`src/rtl/rr_arbiter_4ch_if.sv`:
```
// ============================================================================
// Module   : rr_arbiter_4ch_if
// Purpose  : Request/grant bundle between four requesters and rr_arbiter_4ch.
// Revision : 1.0 - initial release
// ============================================================================
`default_nettype none

interface rr_arbiter_4ch_if;
    logic [3:0] req;
    logic [1:0] gnt_idx;
    logic       gnt_valid;
    logic       timeout;

    // Requester side drives req; arbiter side returns the registered grant.
    modport master (
        output req,
        input  gnt_idx,
        input  gnt_valid,
        input  timeout
    );

    modport slave (
        input  req,
        output gnt_idx,
        output gnt_valid,
        output timeout
    );
endinterface : rr_arbiter_4ch_if

`default_nettype wire

```
`src/rtl/rr_arbiter_4ch.sv`:
```
// ============================================================================
// Module   : rr_arbiter_4ch
// Purpose  : 4-channel round-robin arbiter with registered binary grant index.
//            Optional grant-hold timeout is compiled in with ARB_TIMEOUT_EN.
// Revision : 1.0 - initial release
// ============================================================================
`default_nettype none

module rr_arbiter_4ch #(
    parameter int HOLD_MAX = 8,
    parameter int CNT_W    = 8
) (
    input  wire logic        clk,
    input  wire logic        rst_n,
    rr_arbiter_4ch_if.slave  bus
);

    typedef enum logic [0:0] {
        IDLE  = 1'b0,
        GRANT = 1'b1
    } state_t;

    if ((HOLD_MAX < 2) || (HOLD_MAX > 255) || ((64'd1 << CNT_W) <= 64'(HOLD_MAX))) begin : g_param_check
        $error("rr_arbiter_4ch: illegal HOLD_MAX/CNT_W combination");
    end

    state_t     state_q, state_d;
    logic [1:0] idx_q,   idx_d;
    logic       valid_q, valid_d;
    logic [1:0] ptr_q,   ptr_d;
    logic       w_end;
    logic       w_expire;
    logic [2:0] w_full_pick;
    logic [2:0] w_mask_pick;

    // Returns {found, index}; search starts at p+1 and wraps; the pointer
    // itself is the last candidate and only considered when incl_self is set.
    function automatic logic [2:0] f_pick(input logic [3:0] r,
                                          input logic [1:0] p,
                                          input logic       incl_self);
        logic [2:0] res;
        logic [1:0] cand;
        res = 3'b000;
        for (int k = 1; k <= 4; k++) begin
            cand = p + 2'(k);
            if (!res[2] && r[cand] && ((k != 4) || incl_self)) begin
                res = {1'b1, cand};
            end
        end
        return res;
    endfunction

    assign w_full_pick = f_pick(bus.req, ptr_q, 1'b1);
    assign w_mask_pick = f_pick(bus.req, ptr_q, 1'b0);

`ifdef ARB_TIMEOUT_EN
    localparam logic [CNT_W-1:0] c_last_cnt = CNT_W'(HOLD_MAX - 1);

    logic [CNT_W-1:0] cnt_q, cnt_d;
    logic             timeout_q, timeout_d;

    assign w_expire = bus.req[idx_q] && (cnt_q == c_last_cnt);
`else
    assign w_expire = 1'b0;
`endif

    assign w_end = !bus.req[idx_q] || w_expire;

    always_ff @(posedge clk) begin
        if (!rst_n) begin
            state_q <= IDLE;
            idx_q   <= 2'b00;
            valid_q <= 1'b0;
            ptr_q   <= 2'b11;
        end else begin
            state_q <= state_d;
            idx_q   <= idx_d;
            valid_q <= valid_d;
            ptr_q   <= ptr_d;
        end
    end

`ifdef ARB_TIMEOUT_EN
    always_ff @(posedge clk) begin
        if (!rst_n) begin
            cnt_q     <= '0;
            timeout_q <= 1'b0;
        end else begin
            cnt_q     <= cnt_d;
            timeout_q <= timeout_d;
        end
    end
`endif

    always_comb begin
        state_d = state_q;
        idx_d   = idx_q;
        valid_d = valid_q;
        ptr_d   = ptr_q;
`ifdef ARB_TIMEOUT_EN
        cnt_d     = cnt_q;
        timeout_d = 1'b0;
`endif
        unique case (state_q)
            IDLE: begin
                if (w_full_pick[2]) begin
                    state_d = GRANT;
                    idx_d   = w_full_pick[1:0];
                    ptr_d   = w_full_pick[1:0];
                    valid_d = 1'b1;
`ifdef ARB_TIMEOUT_EN
                    cnt_d   = '0;
`endif
                end else begin
                    valid_d = 1'b0;
                end
            end
            GRANT: begin
                if (w_end) begin
                    // Current owner is excluded so a timed-out sole requester
                    // sees one idle bubble before it is re-granted.
                    if (w_mask_pick[2]) begin
                        idx_d   = w_mask_pick[1:0];
                        ptr_d   = w_mask_pick[1:0];
                        valid_d = 1'b1;
                    end else begin
                        state_d = IDLE;
                        valid_d = 1'b0;
                    end
`ifdef ARB_TIMEOUT_EN
                    cnt_d     = '0;
                    timeout_d = w_expire;
`endif
                end else begin
`ifdef ARB_TIMEOUT_EN
                    if (cnt_q != {CNT_W{1'b1}}) begin
                        cnt_d = cnt_q + CNT_W'(1);
                    end
`endif
                end
            end
            default: begin
                state_d = IDLE;
                valid_d = 1'b0;
            end
        endcase
    end

    assign bus.gnt_idx   = idx_q;
    assign bus.gnt_valid = valid_q;
`ifdef ARB_TIMEOUT_EN
    assign bus.timeout   = timeout_q;
`else
    assign bus.timeout   = 1'b0;
`endif

endmodule : rr_arbiter_4ch

`default_nettype wire

```
`src/flat_wrapper.sv`:
```
// flat-port wrapper written by rule: the top's interface ports become plain ports
module rr_arbiter_4ch_flat 
#(
    parameter int HOLD_MAX = 8,
    parameter int CNT_W    = 8
)
  (clk, rst_n, bus_req, bus_gnt_idx, bus_gnt_valid, bus_timeout);
  rr_arbiter_4ch_if bus_i ();
  input  wire logic clk;
  input  wire logic rst_n;
  input wire logic [$bits(bus_i.req)-1:0] bus_req;
  output wire logic [$bits(bus_i.gnt_idx)-1:0] bus_gnt_idx;
  output wire logic [$bits(bus_i.gnt_valid)-1:0] bus_gnt_valid;
  output wire logic [$bits(bus_i.timeout)-1:0] bus_timeout;
  assign bus_i.req = bus_req;
  assign bus_gnt_idx = bus_i.gnt_idx;
  assign bus_gnt_valid = bus_i.gnt_valid;
  assign bus_timeout = bus_i.timeout;
  rr_arbiter_4ch #(.HOLD_MAX(HOLD_MAX), .CNT_W(CNT_W)) u_core (.clk(clk), .rst_n(rst_n), .bus(bus_i));
endmodule
```
`config.mk`:
```
export PLATFORM = sky130hd
export DESIGN_NAME = rr_arbiter_4ch_flat
export DESIGN_NICKNAME = d
export VERILOG_FILES = /design/src/rtl/rr_arbiter_4ch_if.sv /design/src/rtl/rr_arbiter_4ch.sv /design/src/flat_wrapper.sv
export SDC_FILE = /design/constraint.sdc
export NUM_CORES = 1
export LEC_CHECK = 0
export CORE_MARGIN = 5
export CORE_UTILIZATION = 26
export DETAILED_ROUTE_END_ITERATION = 8
export MAX_ROUTING_LAYER = met4
export PLACE_DENSITY = 0.5
export SETUP_SLACK_MARGIN = 0.15
export SYNTH_ARGS = -nofsm -noshare
export SYNTH_HDL_FRONTEND = slang
export SYNTH_SLANG_ARGS = --single-unit
```
`constraint.sdc`:
```
create_clock -name clk -period 2.15 [get_ports clk]
set_input_delay 0.43 -clock clk [delete_from_list [all_inputs] [get_ports clk]]
set_output_delay 0.43 -clock clk [all_outputs]
set_load 0.02 [all_outputs]
```
==> flow_metrics.tcl <==
set metrics [dict create \
    area_delta_synth_final_pct 41.31 \
    wl_per_cell_um 11.40 \
    clk_latency_ns 0.24 \
    synth_area_leaders "dfxtp_1, mux2i_1, nor2_1, a21oi_1, mux4_2" \
    ys_ff_latch 6 \
    maxSlewViolCount 0 \
    crit_chain "clkdlybuf4s50_1, mux4_2, inv_2, a31oi_2, a21oi_4, o311a_2, o21ai_2" \
    ys_seq_area_frac 0.2735 \
    post-route-drc-count 0 \
    highest-signal-layer "met4" \
    clockBufferDepth 2 \
    netlist_area_um2 439.2 \
    netlist.top_cell.by_area "dfxtp_1" \
    dr_wl_met2_um 384 \
    cp_slowest_cell "mux4_2" \
    synth_nets 59 \
    hold_violations 0 \
    critPathMaxFanout 5 \
    synth_edf_count 0 \
    post_cts_buffers 0 \
    viasPerCell 4.943 \
    synthMostInstantiatedCell "nor2_1" \
    grt_pass1_wl_um 1752 \
    rrSetupSlack_ns 0.48 \
    synthCells 53 \
    cts_root_buf "clkbuf_4" \
    post_cts_resized 0 \
    rsz0062_at_grt "false" \
    drt-met1-wl_um 534 \
    clkSlewWorstSetupHoldPaths_ns 0.05 \
    period_minus_slack_ns 1.894 \
    cp.required_ns 2.28 \
    cp_slowest_stage_delay_ns 0.50 \
    syn_avg_cell_area_um2 8.286 \
    layout.nets 80 \
    period_share 0.8808 \
    numCtsBuffers 3 \
    synthFlopType "dfxtp_1" \
    peakVddDrop_uv 451.9 \
    power_per_cell_area_nw_per_um2 822.5 \
    setup_ws_ns 0.2562 \
    drive_gt1_frac 0.2917 \
    cp.arrival_ns 2.02 \
    design.core.area_um2 1559 \
    grt_overflow_total 0 \
    gp_congestion 0.8059 \
    r2r_end "u_core.ptr_q[0]" \
    fin_setup_tns_ns 0 \
    die_h_um 51.10 \
    dr_wl_met3_um 63 \
    max_freq_ghz 0.5280 \
    dieArea_um2 2611 \
    cts-htree-levels 1 \
    grt_antenna_before_repair 0 \
    clock_sinks 6 \
    fillCellCount 165 \
    utilization 0.3981 \
    setup.worst_path.end_class "register" \
    die_x_um 51.10 \
    setup_viol 0 \
    skew_ns 0.003845 \
    io_buffers 8 \
    dr.pass1.iters 4 \
    hold-path-endpoint "u_core.bus.gnt_valid" \
    antennaDiodeCount 0 \
    hold_class "register to register" \
    grt.total_usage 0.09506 \
    start_util 0.2817 \
    vias 435 \
    status "completed" \
    grt_pass1_vias 403 \
    power_uw 510.4 \
    async_flop_share 0 \
    leakagePower_uw 0.0002948 \
    postCtsHoldBufs 0 \
    yosys-top-cells-count "nor2_1, dfxtp_1, a21oi_1, inv_1, mux2i_1" \
    timing.rr.start "u_core.bus.gnt_idx[0]" \
    hp-start "u_core.bus.gnt_valid" \
    critPathLaunchType "primary input" \
    synth.distinct_cells 27 \
    cts_tree "built" \
    dr.first_iter.drc_count 8 \
    io_pins 10 \
    antenna_left 0 \
    drv_cap 0 \
    routed_wl_um 1003 \
    path_class "primary input to register" \
    hold_path_depth 2 \
    rows 14 \
    grt_max_degree 11 \
    ys_warn_count 0 \
    dp_worst_setup_slack_ns 0.002000 \
    hpwl_um 838.6 \
    reg2reg_depth 6 \
    synth_top_area_share 0.2735 \
]
-- layout by cell type (no fill, tap or decap), types with 2 or more instances in the layout --
cell type        instances
a21oi_1                  5
buf_4                   11
clkbuf_4                 3
clkdlybuf4s50_1          8
dfxtp_1                  6
inv_1                    5
mux2i_1                  5
nand2_1                  3
nor2_1                   7
o21ai_0                  2
-- worst max-delay path: cells and delay by family --
| family | cells | cell delay (ns) |
|---|---|---|
| buf+inv | 2 | 0.51 |
| compound gates | 4 | 0.59 |
| mux | 1 | 0.50 |
-- registers in the layout, indices dropped and copies added, names as in the netlist --
name                  cells
u_core.state_q            1
u_core.bus.gnt_idx        2
u_core.ptr_q              2
u_core.bus.gnt_valid      1
-- area by class of cell --
cell class                 instances  area (µm²)  share of cell area
clock buffer                       3       22.52             0.03629
inverter                           6       22.52             0.03629
sequential                         6       120.1              0.1935
multi-input combinational         38       272.8              0.4395
timing repair buffer              19       162.7              0.2621
tap                               16       20.02             0.03226
-- metrics by stage --
| stage | std cells | hold slack (ns) | instance area (µm²) |
|---|---|---|---|
| floorplan | 53 | 0.4892 | 439.2 |
| global placement | 85 | 0.5476 | 598.1 |
| detailed placement | 85 | 0.5388 | 598.1 |
| CTS | 88 | 0.5554 | 620.6 |
| global route | 88 | 0.5907 | 620.6 |
| finish | 88 | 0.5554 | 620.6 |
-- per-layer routing --
layer	vias to the layer above	track usage
li1	227	-
met1	190	0.1290
met2	16	0.1094
met3	2	0.02907
met4	0	0.08072
met5	-	-
-- report_power, final --
| group | leakage [µW] | internal (µW) | switching, µW |
|---|---|---|---|
| Sequential | 0.0000501 | 134 | 31.6 |
| Combinational | 0.000231 | 133 | 110 |
| Clock | 0.0000138 | 63.0 | 38.1 |
-- worst max-delay path by stage --
stage,startpoint,to,slack [ns],cells after the start
2_1_floorplan,u_core.bus.gnt_idx[0],u_core.ptr_q[0],0.39,6
3_3_place_gp,bus_req[0],u_core.ptr_q[0],0.02,7
3_5_place_dp,bus_req[0],u_core.ptr_q[0],0.002,7
4_1_cts,bus_req[0],u_core.ptr_q[0],0.25,7
5_1_grt,bus_req[0],u_core.ptr_q[1],0.15,8
6_report,bus_req[0],u_core.ptr_q[0],0.26,7
-- kinds of logic after synthesis --
logic type | Yosys count | synth area share
multiplexers | 7 | 0.1909
AND/OR/NAND/NOR | 13 | 0.1311
buffers and inverters | 9 | 0.1054
other | 1 | 0.008539
flip-flops | 6 | 0.2735
AO/OA/AOI/OAI | 17 | 0.2906
Note: power is estimated with default switching activity, not from simulation.
==> patch: new RTL, config.mk and constraints unchanged <==
Add a define of `ARB_TIMEOUT_EN`.
--- a/src/rtl/rr_arbiter_4ch.sv
+++ b/src/rtl/rr_arbiter_4ch.sv
@@ -7,2 +7,4 @@
 `default_nettype none
+
+`define ARB_TIMEOUT_EN
 
Formal check against the unedited RTL: not equivalent (Yosys sat finds a counterexample within 10 cycles, from zero or initial values and one cycle with rst_n low).
==> patch against the original RTL <==
Final area rose by 120%. Area after synthesis up 130%. Worst setup slack worse by 0.0066 ns. Total power is 91% higher. Sequential cell count is 9 higher. Routed wire length grew to 2.5 times the old value. Largest power group unchanged. Register-to-register slack worse by 0.22 ns. Sequential power increased by 110%.
==> patch: results (changes against the original RTL) <==
[worst_setup_path]
r2r_start = u_core.ptr_q[0]$_SDFFE_PN1P_
r2r-end = u_core.cnt_q[6]$_SDFFE_PN0P_
r2r_slack_ns = 0.26  ; -0.22 ns
critPathMaxStageDelay_ns = 0.35  ; -0.15 ns
startpoint = bus_req[3]
cpMaxStageDelayCell = or3b_1
cp_max_fo = 10  ; +5
cp_data_arrival_time_ns = 2.08  ; +0.06 ns
crit_path_end = u_core.cnt_q[1]$_SDFFE_PN0P_

[route]
wl_met1_um = 1310  ; +140%
wire_per_inst_um = 13.2  ; +16%
top_layer_used = met4
drt_iter0_drc = 30  ; +22
met3_length_um = 121  ; +92%
routed-via-count = 1021  ; +130%
drt-vias-per-instance = 5.29  ; +7.0%
wl_met2_um = 1120  ; +190%

[synthesis]
avgSynthCellArea_um2 = 8.73  ; +5.3%
synth_top_area_frac = 0.294  ; +0.0206
synth-compound-area-share = 0.320  ; +0.0293
synthMuxAreaShare = 0.0870  ; -0.104
synth_fa_ha_area_frac = 0.0123  ; +0.0123
synthTopCellsByArea = dfxtp_1, a21oi_1, or4_1, mux2i_1, o31ai_1
synthesis.nets = 124  ; +110%
synth_cell_types = 43  ; +59%
ys_top_cells_by_count = a21oi_1, dfxtp_1, nand3_1, or4_1, o31ai_1

[power_and_ir_drop]
vdd_drop_max_uv = 511  ; +13%
internal_power_mw = 0.641  ; +94%
seqPwrFrac = 0.363  ; +0.038
p_comb_frac = 0.402  ; -0.075
p_leak_nw = 0.531  ; +80%
cellPowerDensity_mw_per_mm2 = 722  ; -12%

[finish]
n_fill_cell = 404  ; +140%
drive_gt1_frac = 0.248  ; -0.0434
fin_area_mm2 = 0.00135  ; +120%
nNetsFinal = 153  ; +91%

[worst_hold_path]
worstHoldStart = u_core.cnt_q[5]$_SDFFE_PN0P_

[cts]
cts_inserted_buffers = 3  ; unchanged
path_clk_slew_ns = 0.06
cts_resized = 4  ; +4
root_buffer = clkbuf_8

[placement]
gp_congestion = 0.927  ; +15%
hpwl_um = 1920  ; +130%
dpl.cell_count = 189  ; +120%
port_buffers = 9  ; +1
dpl-instance-area_mm2 = 0.00129  ; +120%
pre_cts_slack_ns = -0.254  ; -0.256 ns

[grt]
grtUsageMet3 = 0.0179  ; -0.0112
grt_pass1_vias = 933  ; +130%
grt_use_met1 = 0.149  ; +0.0204
grt_pass1_wl_um = 4310  ; +150%
gr-usage-all-layers = 0.103  ; +0.00833
use_met2 = 0.148  ; +0.0389

[sta]
finClkSkew_ns = 0.00181  ; -0.00203 ns
fin_crit_sh = 0.884  ; +0.00309

[run_status]
status = completed

[patch: cell count changes after synthesis, sizes merged, moves of 2 or more]
cell     unedited run  this run
and3                0         4
a2111oi             0         2
or4                 0         6
o31ai               0         6
o21ai               4         8
nor3                1         3
nand3               0         6
nor2                7         3
o21a                0         2
dfxtp               6        15
nor2b               1         3
nand2b              0         4
a21oi               6        16
buf                 3         6
[patch: worst min path at each step]
| stage | end | slack (ns) | cells past startpoint |
|---|---|---|---|
| finish | u_core.cnt_q[5]$_SDFFE_PN0P_ | 0.48 | 2 |
| global route | u_core.cnt_q[7]$_SDFFE_PN0P_ | 0.53 | 2 |
| CTS | u_core.cnt_q[5]$_SDFFE_PN0P_ | 0.49 | 2 |
| detailed placement | u_core.cnt_q[5]$_SDFFE_PN0P_ | 0.48 | 2 |
| global placement | u_core.bus.gnt_valid$_SDFFE_PN0P_ | 0.45 | 1 |
| floorplan | u_core.cnt_q[5]$_SDFFE_PN0P_ | 0.46 | 2 |
[patch: layout make-up]
cell class | instances | area share
Sequential cell | 15 | 0.223
Clock buffer | 3 | 0.0305
Timing Repair Buffer | 31 | 0.185
Multi-Input combinational cell | 89 | 0.497
Clock inverter | 1 | 0.00370
Tap cell | 48 | 0.0444
Inverter | 6 | 0.0166
[patch: worst max-delay path, delay by kind of cell]
family,cells,cell delay [ns]
AND/OR/NAND/NOR,2,0.60
buffers and inverters,3,0.67
multiplexers,1,0.16
AO/OA/AOI/OAI,2,0.23
[patch: cells by family (layout without fill, tap and decap cells)]
logic type | after synthesis | in the layout
buffers and inverters | 13 | 41
flip-flops | 15 | 15
adder cells (fa/ha/maj) | 1 | 1
AO/OA/AOI/OAI | 46 | 46
AND/OR/NAND/NOR | 36 | 36
multiplexers | 6 | 6
